[src/rtl/skip_ctl.sv]
// skip_ctl -- sequencer that (re)programs a LEN-bit clock-skip ring.
//
// Takes one configuration request at a time from the CPU-side clock-speed
// register. For each request it:
//   1. drains the ring enable,
//   2. loads seed and mask with a 2-cycle load pulse,
//   3. re-arms the enable,
//   4. acknowledges the requester.
// After reset an internal request applies DEFSEL/DEFMASK/DEFE. That pass is
// not acknowledged.
//
// Ports
//   iCLK    in   1    clock, all logic on posedge
//   iRST_N  in   1    synchronous active-low reset
//   iREQ    in   1    config request (level), sampled only in IDLE
//   iSEL    in   LEN  requested seed (0 is replaced by 1)
//   iMASK   in   LEN  requested skip mask
//   iEN     in   1    requested ring enable
//   oACK    out  1    1-cycle pulse: request applied
//   oBUSY   out  1    high in every state except IDLE
//   oERR    out  1    sticky watchdog error
//   oSEL    out  LEN  to ring iSEL
//   oMASK   out  LEN  to ring iMASK
//   oRST    out  1    to ring iRST (active-high load)
//   oE      out  1    to ring iE
//   iST     in   1    ring oST (applied enable status)
//
// Optional feature: define SKIP_CTL_TIMEOUT_EN to add a per-wait-state
// watchdog of TMO cycles. On expiry the sequencer parks in ERR until reset.
module skip_ctl #(
  parameter int unsigned    LEN     = 16,
  parameter logic [LEN-1:0] DEFSEL  = {{(LEN-1){1'b0}}, 1'b1},
  parameter logic [LEN-1:0] DEFMASK = '0,
  parameter logic           DEFE    = 1'b0,
  parameter int unsigned    TMO     = 64
) (
  input  logic           iCLK,
  input  logic           iRST_N,
  input  logic           iREQ,
  input  logic [LEN-1:0] iSEL,
  input  logic [LEN-1:0] iMASK,
  input  logic           iEN,
  output logic           oACK,
  output logic           oBUSY,
  output logic           oERR,
  output logic [LEN-1:0] oSEL,
  output logic [LEN-1:0] oMASK,
  output logic           oRST,
  output logic           oE,
  input  logic           iST
);

  typedef enum logic [2:0] {
    S_INIT,
    S_IDLE,
    S_DRAIN,
    S_LOAD,
    S_ARM,
    S_DONE,
    S_ERR
  } state_e;

  state_e         state_q, state_d;
  logic [LEN-1:0] sel_q, sel_d;
  logic [LEN-1:0] mask_q, mask_d;
  logic           en_q, en_d;     // staged ring enable, applied in ARM
  logic           e_q, e_d;       // ring enable as driven
  logic           init_q, init_d; // current pass is the post-reset one
  logic           ld_q, ld_d;     // second LOAD cycle

`ifdef SKIP_CTL_TIMEOUT_EN
  localparam int unsigned CW = $clog2(TMO + 1);
  logic [CW-1:0] cnt_q, cnt_d;
  logic          err_q, err_d;
  logic          tmo_hit;

  // The counter is 0 in the first wait cycle, so the TMO-th cycle expires.
  assign tmo_hit = (cnt_q == CW'(TMO - 1));
`endif

  always_ff @(posedge iCLK) begin
    if (!iRST_N) begin
      state_q <= S_INIT;
      sel_q   <= DEFSEL;
      mask_q  <= DEFMASK;
      en_q    <= DEFE;
      e_q     <= 1'b0;
      init_q  <= 1'b1;
      ld_q    <= 1'b0;
`ifdef SKIP_CTL_TIMEOUT_EN
      cnt_q   <= '0;
      err_q   <= 1'b0;
`endif
    end else begin
      state_q <= state_d;
      sel_q   <= sel_d;
      mask_q  <= mask_d;
      en_q    <= en_d;
      e_q     <= e_d;
      init_q  <= init_d;
      ld_q    <= ld_d;
`ifdef SKIP_CTL_TIMEOUT_EN
      cnt_q   <= cnt_d;
      err_q   <= err_d;
`endif
    end
  end

  always_comb begin
    state_d = state_q;
    sel_d   = sel_q;
    mask_d  = mask_q;
    en_d    = en_q;
    e_d     = e_q;
    init_d  = init_q;
    ld_d    = ld_q;
`ifdef SKIP_CTL_TIMEOUT_EN
    cnt_d   = cnt_q;
    err_d   = err_q;
`endif
    case (state_q)
      S_INIT: begin
        // Seed, mask and staged enable already hold the defaults from reset.
        e_d     = 1'b0;
        state_d = S_DRAIN;
`ifdef SKIP_CTL_TIMEOUT_EN
        cnt_d   = '0;
`endif
      end
      S_IDLE: begin
        if (iREQ) begin
          // An empty seed would stop the ring, so 0 is replaced by 1.
          sel_d   = (iSEL == '0) ? {{(LEN-1){1'b0}}, 1'b1} : iSEL;
          mask_d  = iMASK;
          en_d    = iEN;
          e_d     = 1'b0;
          state_d = S_DRAIN;
`ifdef SKIP_CTL_TIMEOUT_EN
          cnt_d   = '0;
`endif
        end
      end
      S_DRAIN: begin
        e_d = 1'b0;
        if (!iST) begin
          ld_d    = 1'b0;
          state_d = S_LOAD;
        end
`ifdef SKIP_CTL_TIMEOUT_EN
        else if (tmo_hit) begin
          err_d   = 1'b1;
          state_d = S_ERR;
        end else begin
          cnt_d   = cnt_q + CW'(1);
        end
`endif
      end
      S_LOAD: begin
        // The enable is registered, so it is driven on the same edge that
        // ends LOAD. oRST and oE therefore never overlap.
        if (ld_q) begin
          e_d     = en_q;
          state_d = S_ARM;
`ifdef SKIP_CTL_TIMEOUT_EN
          cnt_d   = '0;
`endif
        end else begin
          ld_d    = 1'b1;
        end
      end
      S_ARM: begin
        if (iST == en_q) begin
          state_d = S_DONE;
        end
`ifdef SKIP_CTL_TIMEOUT_EN
        else if (tmo_hit) begin
          e_d     = 1'b0;
          err_d   = 1'b1;
          state_d = S_ERR;
        end else begin
          cnt_d   = cnt_q + CW'(1);
        end
`endif
      end
      S_DONE: begin
        init_d  = 1'b0;
        state_d = S_IDLE;
      end
      S_ERR: begin
        e_d = 1'b0;
      end
      default: begin
        e_d     = 1'b0;
        state_d = S_INIT;
      end
    endcase
  end

  assign oSEL  = sel_q;
  assign oMASK = mask_q;
  assign oE    = e_q;
  assign oRST  = (state_q == S_LOAD);
  assign oACK  = (state_q == S_DONE) && !init_q;
  assign oBUSY = (state_q != S_IDLE);

`ifdef SKIP_CTL_TIMEOUT_EN
  assign oERR = err_q;
`else
  assign oERR = 1'b0;
`endif

endmodule

[config.mk]
export PLATFORM = sky130hd
export DESIGN_NAME = skip_ctl
export DESIGN_NICKNAME = d
export VERILOG_FILES = /design/src/rtl/skip_ctl.sv
export SDC_FILE = /design/constraint.sdc
export NUM_CORES = 1
export LEC_CHECK = 0
export CAP_MARGIN = 30
export CELL_PAD_IN_SITES_DETAIL_PLACEMENT = 0
export CELL_PAD_IN_SITES_GLOBAL_PLACEMENT = 1
export CORE_MARGIN = 5
export CORE_UTILIZATION = 43
export CTS_CLUSTER_SIZE = 40
export DETAILED_ROUTE_END_ITERATION = 6
export DONT_BUFFER_PORTS = 1
export GPL_TIMING_DRIVEN = 0
export PLACE_DENSITY = 0.88
export SYNTH_ARGS = -nofsm -noshare
export SYNTH_HDL_FRONTEND = slang
export SYNTH_SLANG_ARGS = --single-unit
[constraint.sdc]
create_clock -name iCLK -period 1.3 [get_ports iCLK]
set_input_delay 0.13 -clock iCLK [delete_from_list [all_inputs] [get_ports iCLK]]
set_output_delay 0.13 -clock iCLK [all_outputs]
set_load 0.02 [all_outputs]
==> results of run 1 <==
==> kinds of logic after synthesis <==
family,share of synthesized area
buf+inv,0.0764
other cells,0.00234
simple gates,0.247
flops,0.486
xor+xnor,0.00546
compound gates,0.182
==> cell usage after synthesis (all sizes together) <==
library cell,number
a211o,1
nor3,2
o21ai,1
o21a,2
and3b,1
dfxtp,39
a31oi,1
nor2,3
nor4,4
buf,10
and4bb,1
clkbuf,5
nand2,67
xor2,1
o221a,1
inv,3
a21oi,38
nand4bb,1
nand2b,3
conb,1
or3b,1
and2,1
nand3,1
nand3b,2
nand4,2
==> layer usage <==
layer	share of wire	track usage	wire (µm)
met1	0.42	0.192	1690
met2	0.47	0.249	1900
met3	0.10	0.0668	400
met4	0.0040	0.0334	16
met5	0	0	0
==> registers in the layout (all words and copies together), names as in the netlist <==
register	cells
en_q	1
init_q	1
ld_q	1
oE	1
oMASK	16
oSEL	16
state_q	3
==> worst paths after layout <==
kind / from / to / slack (ps)
min reg2reg: init_q / init_q / 490
max: state_q[1] / oACK / 30
min: iSEL[0] / oSEL[0] / 30
max reg2reg: state_q[1] / oE / 50
==> area by class of cell <==
cell class	instances	area [µm²]	share of cell area
flip-flops and latches	39	785	0.361
well taps	48	60.1	0.0277
clock buffers	8	100	0.0461
repair buffers	37	373	0.172
plain buffers	14	131	0.0605
multi-input cells	135	711	0.327
inverters	3	11.3	0.00519
==> metrics by stage <==
step | cells | hold slack (ps)
2_1_floorplan | 192 | 192
3_3_place_gp | 240 | 194
3_5_place_dp | 240 | 202
4_1_cts | 280 | 25.1
5_1_grt | 284 | 42.6
6_report | 284 | 34.2
==> report_power, final <==
| part | switching, W | total [W] | internal (W) |
|---|---|---|---|
| clock network | 0.000387 | 0.000871 | 0.000484 |
| registers | 0.0000520 | 0.00128 | 0.00123 |
| logic | 0.000118 | 0.000269 | 0.000151 |
| total | 0.000557 | 0.00242 | 0.00186 |
==> timing repair <==
action | CTS | global route
setup buffers | 0 | 4
endpoints found under the setup margin | 23 | 26
hold buffers | 33 | 0
endpoints found under the hold margin | 35 | 0
pin swaps | 0 | 2
resized for setup | 6 | 12
==> flow_metrics.py, run 1 <==
metrics = {
    "critical_path": {
        "reg2reg_depth": 6,
        "path_cells": "buf_6 -> nand3b_1 -> nor2_4",
        "cp.required_ps": 1170,
        "worst-path-stages": 3,
        "cpPeakStageDelay_ps": 330,
        "worst-path-buf-inv": 1,
        "startpoint_type": "flop",
        "critical_path.max_fanout": 4,
        "cp.arrival_ps": 1140,
        "critPathTopFamily": "simple AND/OR/NAND/NOR gates",
        "endpoint_kind": "output port",
        "slowest_stage": "dfxtp_2",
        "path_class": "reg -> out",
    },
    "synth": {
        "synthesis.instances": 192,
        "synth_area_um2": 1610,
        "yosys.area.top_type": "dfxtp_1",
        "syn_nets": 229,
        "yosysWarnings": 0,
        "avgSynthCellArea_um2": 8.36,
        "synth_top_area_frac": 0.486,
        "synthTopCellsByArea": "dfxtp_1 49%, nand2_1 16%, a21oi_2 8.2%",
        "yosysUniqueCellTypes": 31,
        "yosysSeqAreaShare": 0.486,
        "synth-seq-cells": 39,
    },
    "finish": {
        "antenna_cells": 0,
        "drive_above_1_share": 0.186,
        "syn2layout_area_growth_pct": 35.2,
        "design_area_um2": 2170,
        "postLayoutCoreUtil": 0.597,
        "final_nets": 272,
        "n_fill_cell": 340,
        "final_common_cell": "nand2_1",
        "final_cell_mix": "67 x nand2_1, 36 x dfxtp_1, 33 x dlygate4sd3_1, 23 x a21oi_1, 15 x a21oi_2",
    },
    "timing": {
        "hold_viol_final": 0,
        "fmax_ghz": 0.788,
        "post-route-period-util": 0.977,
        "setup_slack_ps": 30.3,
        "report.final.slew_viol_count": 0,
        "slew_headroom": 0.513,
        "tightest_slew_ps": 730,
        "tns_ps": 0,
        "min_period_ps": 1270,
        "setup_viol": 0,
        "fin_worst_skew_ps": 3.87,
        "rsz0062_at_grt": "true",
    },
    "floorplan": {
        "die_y_um": 71.1,
        "initial_utilization": 0.442,
        "die_area_um2": 5060,
        "die-width_um": 71.1,
        "rows": 22,
        "core_area_um2": 3630,
        "ios": 74,
    },
    "routing": {
        "wirelength_um": 4000,
        "drcViolationCount": 0,
        "final_antenna_net_count": 0,
        "wl_per_cell_um": 14.1,
        "firstDrtPassIters": 4,
        "drt_iter0_markers": 32,
        "vias": 1386,
        "vias_per_cell": 4.88,
    },
    "status": {
        "status": "complete, no violations",
    },
    "cts": {
        "cts_max_path_buffers": 2,
        "cts_max_level": 2,
        "clock_latency_ps": 280,
        "path_clk_slew_ps": 70,
        "cts_made_buffers": 5,
        "cts_tree": "done",
        "clockRootBuffer": "clkbuf_8",
        "cts.sinks": 39,
    },
    "place": {
        "dpl.hpwl_um": 2680,
        "place_ws_ps": -20.9,
        "port-buffer-count": 0,
        "place_area_um2": 1670,
        "place_congestion": 0.797,
    },
    "worst_hold_path": {
        "hold_path_depth": 2,
        "min_path_type": "in -> reg",
    },
    "global_route": {
        "grt_usage": 0.154,
        "gr-total-overflow": 0,
        "grt_pass1_vias": 1364,
        "grt_pass1_wl_um": 6410,
        "grt_max_degree": 16,
        "antenna_found_initial": 0,
    },
    "power": {
        "power_density_nw_per_um2": 1110,
        "power_w": 0.00242,
        "power_leakage_nw": 0.745,
        "ir_worst_vdd_mv": 0.797,
    },
    "job": {
        "maxCapViolations": 0,
    },
}
(Power assumes the default switching activity.)
==> inputs of run 2 (changes only) <==
CORE_MARGIN = 2   (was 5)
==> flow_metrics.py, run 2 (synthesis results as in run 1) <==
metrics = {
    "place": {
        "place_inst": 240,
        "dpl.hpwl_um": 2510,
        "place_ws_ps": -39.0,
        "port-buffer-count": 0,
        "place_congestion": 0.688,
    },
    "timing": {
        "post-route-period-util": 0.991,
        "setup_viol": 0,
        "fin_worst_skew_ps": 7.79,
        "report.final.slew_viol_count": 0,
        "min_period_ps": 1290,
        "slew_headroom": 0.524,
        "rsz0062_at_grt": "true",
        "setup_slack_ps": 11.9,
        "tightest_slew_ps": 714,
        "fmax_ghz": 0.776,
        "hold_viol_final": 0,
    },
    "power": {
        "power_w": 0.00233,
        "ir_worst_vdd_mv": 0.621,
        "power_leakage_nw": 0.743,
        "power_density_nw_per_um2": 1070,
    },
    "routing": {
        "drt_iter0_markers": 60,
        "vias": 1387,
        "final_antenna_net_count": 0,
        "wirelength_um": 3900,
        "firstDrtPassIters": 4,
        "wl_per_cell_um": 13.7,
        "vias_per_cell": 4.88,
        "drcViolationCount": 0,
    },
    "finish": {
        "final_common_cell": "nand2_1",
        "syn2layout_area_growth_pct": 35.0,
        "stdcell_count": 284,
        "final_nets": 272,
        "final_cell_mix": "67 x nand2_1, 36 x dfxtp_1, 33 x dlygate4sd3_1, 21 x a21oi_1, 17 x a21oi_2",
        "n_fill_cell": 351,
        "drive_above_1_share": 0.199,
        "antenna_cells": 0,
    },
    "cts": {
        "cts.sinks": 39,
        "cts_tree": "done",
        "clock_latency_ps": 290,
        "cts_max_path_buffers": 2,
        "path_clk_slew_ps": 80,
        "cts_made_buffers": 5,
        "cts_max_level": 2,
        "clockRootBuffer": "clkbuf_8",
    },
    "floorplan": {
        "die_area_um2": 4240,
        "core_area_um2": 3630,
        "die_y_um": 65.1,
        "ios": 74,
        "rows": 22,
        "die-width_um": 65.1,
        "initial_utilization": 0.442,
    },
    "critical_path": {
        "cp.arrival_ps": 1160,
        "critical_path.max_fanout": 7,
        "cp.required_ps": 1170,
        "endpoint_kind": "output port",
        "startpoint_type": "flop",
        "path_class": "reg -> out",
    },
    "status": {
        "status": "complete, no violations",
    },
    "global_route": {
        "grt_pass1_vias": 1262,
        "antenna_found_initial": 0,
        "grt_usage": 0.184,
        "gr-total-overflow": 0,
        "grt_max_degree": 16,
        "grt_pass1_wl_um": 6050,
    },
    "job": {
        "maxCapViolations": 0,
    },
    "worst_hold_path": {
        "min_path_type": "in -> reg",
    },
}
-- run 2: report_power, final --
part	internal [W]	total, W	switching, W
Combinational	0.000148	0.000266	0.000118
Clock	0.000367	0.000784	0.000417
Sequential	0.00123	0.00128	0.0000512
Total	0.00174	0.00233	0.000587
-- run 2: layout make-up --
type / count / area (µm²) / area share
inverters: 3 / 11.3 / 0.00520
clock buffers: 5 / 68.8 / 0.0318
multi-input cells: 135 / 718 / 0.331
well taps: 48 / 60.1 / 0.0277
plain buffers: 14 / 131 / 0.0606
flip-flops and latches: 39 / 785 / 0.362
repair buffers: 37 / 378 / 0.174
clock inverters: 3 / 15.0 / 0.00693
-- run 2: timing repair --
action	in CTS	in global routing
buffers inserted	0	3
pin swaps	0	2
setup endpoints to repair	31	24
hold endpoints to repair	35	0
cloned	0	1
hold buffers	33	0
resized for setup	6	16
-- run 2: worst max-delay path, cell delays in order, from the launching register on --
cell      delay, ps
dfxtp_2         340
buf_6           120
nand3b_1        210
nor2_4          200
-- run 2: worst paths after layout --
path / startpoint / endpoint / slack, ps / cells after the start
min reg2reg: init_q / init_q / 490 / 2
max: state_q[1] / oACK / 10 / 3
max reg2reg: state_q[0] / oSEL[14] / 60 / 6
min: iSEL[0] / oSEL[0] / 30 / 2
-- run 2: layer usage --
metal	up-vias	global-route usage	share of wire
li1	716	-	-
met1	617	0.218	0.43
met2	50	0.312	0.48
met3	4	0.0771	0.086
met4	0	0.0391	0.0067
met5	-	0	0
-- run 2: stage by stage --
stage | hold slack, ps | cell area [µm²] | setup TNS, ps | util
after floorplan | 192 | 1610 | 0 | -
after global placement | 195 | 1670 | -142 | 0.458
after detailed placement | 204 | 1670 | -224 | 0.458
after CTS | 27.0 | 2090 | -30.9 | 0.575
after global routing | 45.7 | 2170 | -60.8 | 0.596
final | 34.0 | 2170 | 0 | 0.596
==> inputs of run 3 (changes only) <==
ABC_AREA = 1   (was unset)
CORE_UTILIZATION = 42   (was 43)
==> flow_metrics.py, run 3 <==
metrics = {
    "timing": {
        "report.final.slew_viol_count": 0,
        "post-route-period-util": 0.992,
        "min_period_ps": 1290,
        "fmax_ghz": 0.776,
        "fin_worst_skew_ps": 6.20,
        "hold_slack_ps": 11.5,
        "rsz0062_at_grt": "true",
        "hold_viol_final": 0,
        "tns_ps": 0,
        "setup_viol": 0,
    },
    "place": {
        "port-buffer-count": 0,
        "place_area_um2": 1700,
        "place_congestion": 0.781,
        "dpl.hpwl_um": 2660,
    },
    "critical_path": {
        "cp.arrival_ps": 1160,
        "path_class": "reg -> out",
        "cp.required_ps": 1170,
        "endpoint_kind": "output port",
        "critical_path.max_fanout": 3,
        "startpoint_type": "flop",
    },
    "floorplan": {
        "ios": 74,
        "initial_utilization": 0.443,
        "die-width_um": 66.4,
        "rows": 22,
        "core_area_um2": 3690,
        "die_area_um2": 4400,
        "die_y_um": 66.4,
    },
    "cts": {
        "cts_max_path_buffers": 2,
        "cts.sinks": 39,
        "path_clk_slew_ps": 70,
        "clock_latency_ps": 290,
        "cts_max_level": 2,
        "cts_made_buffers": 5,
        "clockRootBuffer": "clkbuf_8",
        "cts_tree": "done",
    },
    "synth": {
        "synth_top_area_frac": 0.478,
        "synthTopCellsByArea": "dfxtp_1 48%, nor2_1 14%, o21ai_0 8.6%",
        "synthesis.instances": 221,
        "synthArstFlopShare": 0,
        "ys_top_cells_by_count": "59 x nor2_1, 39 x dfxtp_1, 28 x o21ai_0, 19 x inv_1, 19 x nand2_1",
        "yosysSeqAreaShare": 0.478,
        "yosysMostFrequentCell": "nor2_1",
        "yosysUniqueCellTypes": 23,
        "yosysWarnings": 0,
        "avgSynthCellArea_um2": 7.39,
        "synth_flop_cell": "dfxtp_1",
        "yosys.area.top_type": "dfxtp_1",
        "synth_area_um2": 1630,
        "synth-edff-count": 0,
        "syn_nets": 258,
        "synth-seq-cells": 39,
    },
    "global_route": {
        "grt_usage": 0.199,
        "antenna_found_initial": 0,
        "grt_pass1_vias": 1508,
        "grt_pass1_wl_um": 6560,
        "gr-total-overflow": 0,
        "grt_max_degree": 12,
    },
    "finish": {
        "design_area_um2": 2300,
        "syn2layout_area_growth_pct": 41.1,
        "antenna_cells": 0,
        "drive_above_1_share": 0.209,
        "final_cell_mix": "43 x nor2_1, 36 x dfxtp_1, 30 x dlygate4sd3_1, 27 x o21ai_0, 19 x inv_1",
        "final_common_cell": "nor2_1",
        "postLayoutCoreUtil": 0.625,
        "final_nets": 300,
        "n_fill_cell": 323,
    },
    "routing": {
        "vias_per_cell": 4.96,
        "firstDrtPassIters": 4,
        "final_antenna_net_count": 0,
        "vias": 1544,
        "wirelength_um": 4270,
        "drcViolationCount": 0,
        "wl_per_cell_um": 13.7,
        "drt_iter0_markers": 90,
    },
    "power": {
        "power_density_nw_per_um2": 1750,
        "power_w": 0.00403,
        "power_leakage_nw": 1.03,
        "ir_worst_vdd_mv": 0.905,
    },
    "job": {
        "maxCapViolations": 0,
    },
    "worst_hold_path": {
        "min_path_type": "in -> reg",
    },
    "status": {
        "status": "complete, no violations",
    },
}
[run 3: changes by cell type in the layout (fill, tap and decap cells not counted), moves of 4 or more]
cell,before,now
a21oi_1,21,14
a21oi_2,17,0
inv_1,2,19
nand2_1,67,17
nand3_1,1,5
nor2_1,2,43
nor2_2,0,11
nor2_4,1,7
nor4_1,4,0
o21ai_0,1,27
o21ai_1,0,9
[run 3: what timing repair did]
item / CTS / global route
gates resized for setup: 10 / 36
hold endpoints to repair: 30 / 0
endpoints found under the setup margin: 28 / 30
gates cloned: 0 / 1
hold buffers: 30 / 0
buffers inserted: 4 / 2
pin swaps: 3 / 8
[run 3: per-stage QoR]
step	std cells	setup slack, ps
after floorplan	221	39.0
after global placement	269	-94.8
after detailed placement	269	-89.2
after CTS	309	-92.9
after global routing	311	-35.2
final	311	11.0
[run 3: cell type report]
type	instances	area (µm²)	area share
clock buffer	6	72.6	0.0315
tap	48	60.1	0.0261
buffer	11	91.3	0.0396
clock inverter	1	30.0	0.0130
inverter	21	86.3	0.0375
multi-input combinational	149	810	0.351
sequential	39	792	0.344
timing repair buffer	36	363	0.157
[run 3: power breakdown]
part	switching [W]	leakage, nW	total, W	internal (W)
Sequential	0.000374	0.319	0.00180	0.00143
Combinational	0.000719	0.659	0.00127	0.000549
Clock	0.000393	0.0513	0.000955	0.000562
Total	0.00149	1.03	0.00403	0.00254
[run 3: kinds of logic after synthesis]
logic type | synth area share
and+or+nand+nor | 0.261
AOI/OAI and AO/OA | 0.156
DFF | 0.478
buffers and inverters | 0.103
other | 0.00230
[run 3: worst paths after layout]
path                    from  cells past startpoint       end  slack, ps
setup / recovery  state_q[2]                      3      oACK         10
hold / removal      iSEL[15]                      2  oSEL[15]         10
setup reg to reg  state_q[2]                      7  oMASK[2]         30
hold reg to reg         ld_q                      2      ld_q        500
[run 3: per-layer routing]
metal	global-route usage	vias to the layer above	wire (µm)
met3	0.0716	10	353
met4	0.0791	0	89
met5	0	-	0
met2	0.349	66	2140
met1	0.217	688	1680
li1	-	780	-
[run 3: worst max-delay path: stages, from the launching register on]
cell and delay, ps:
dfxtp_4 380, inv_4 30, or2_4 230, nor3_4 230
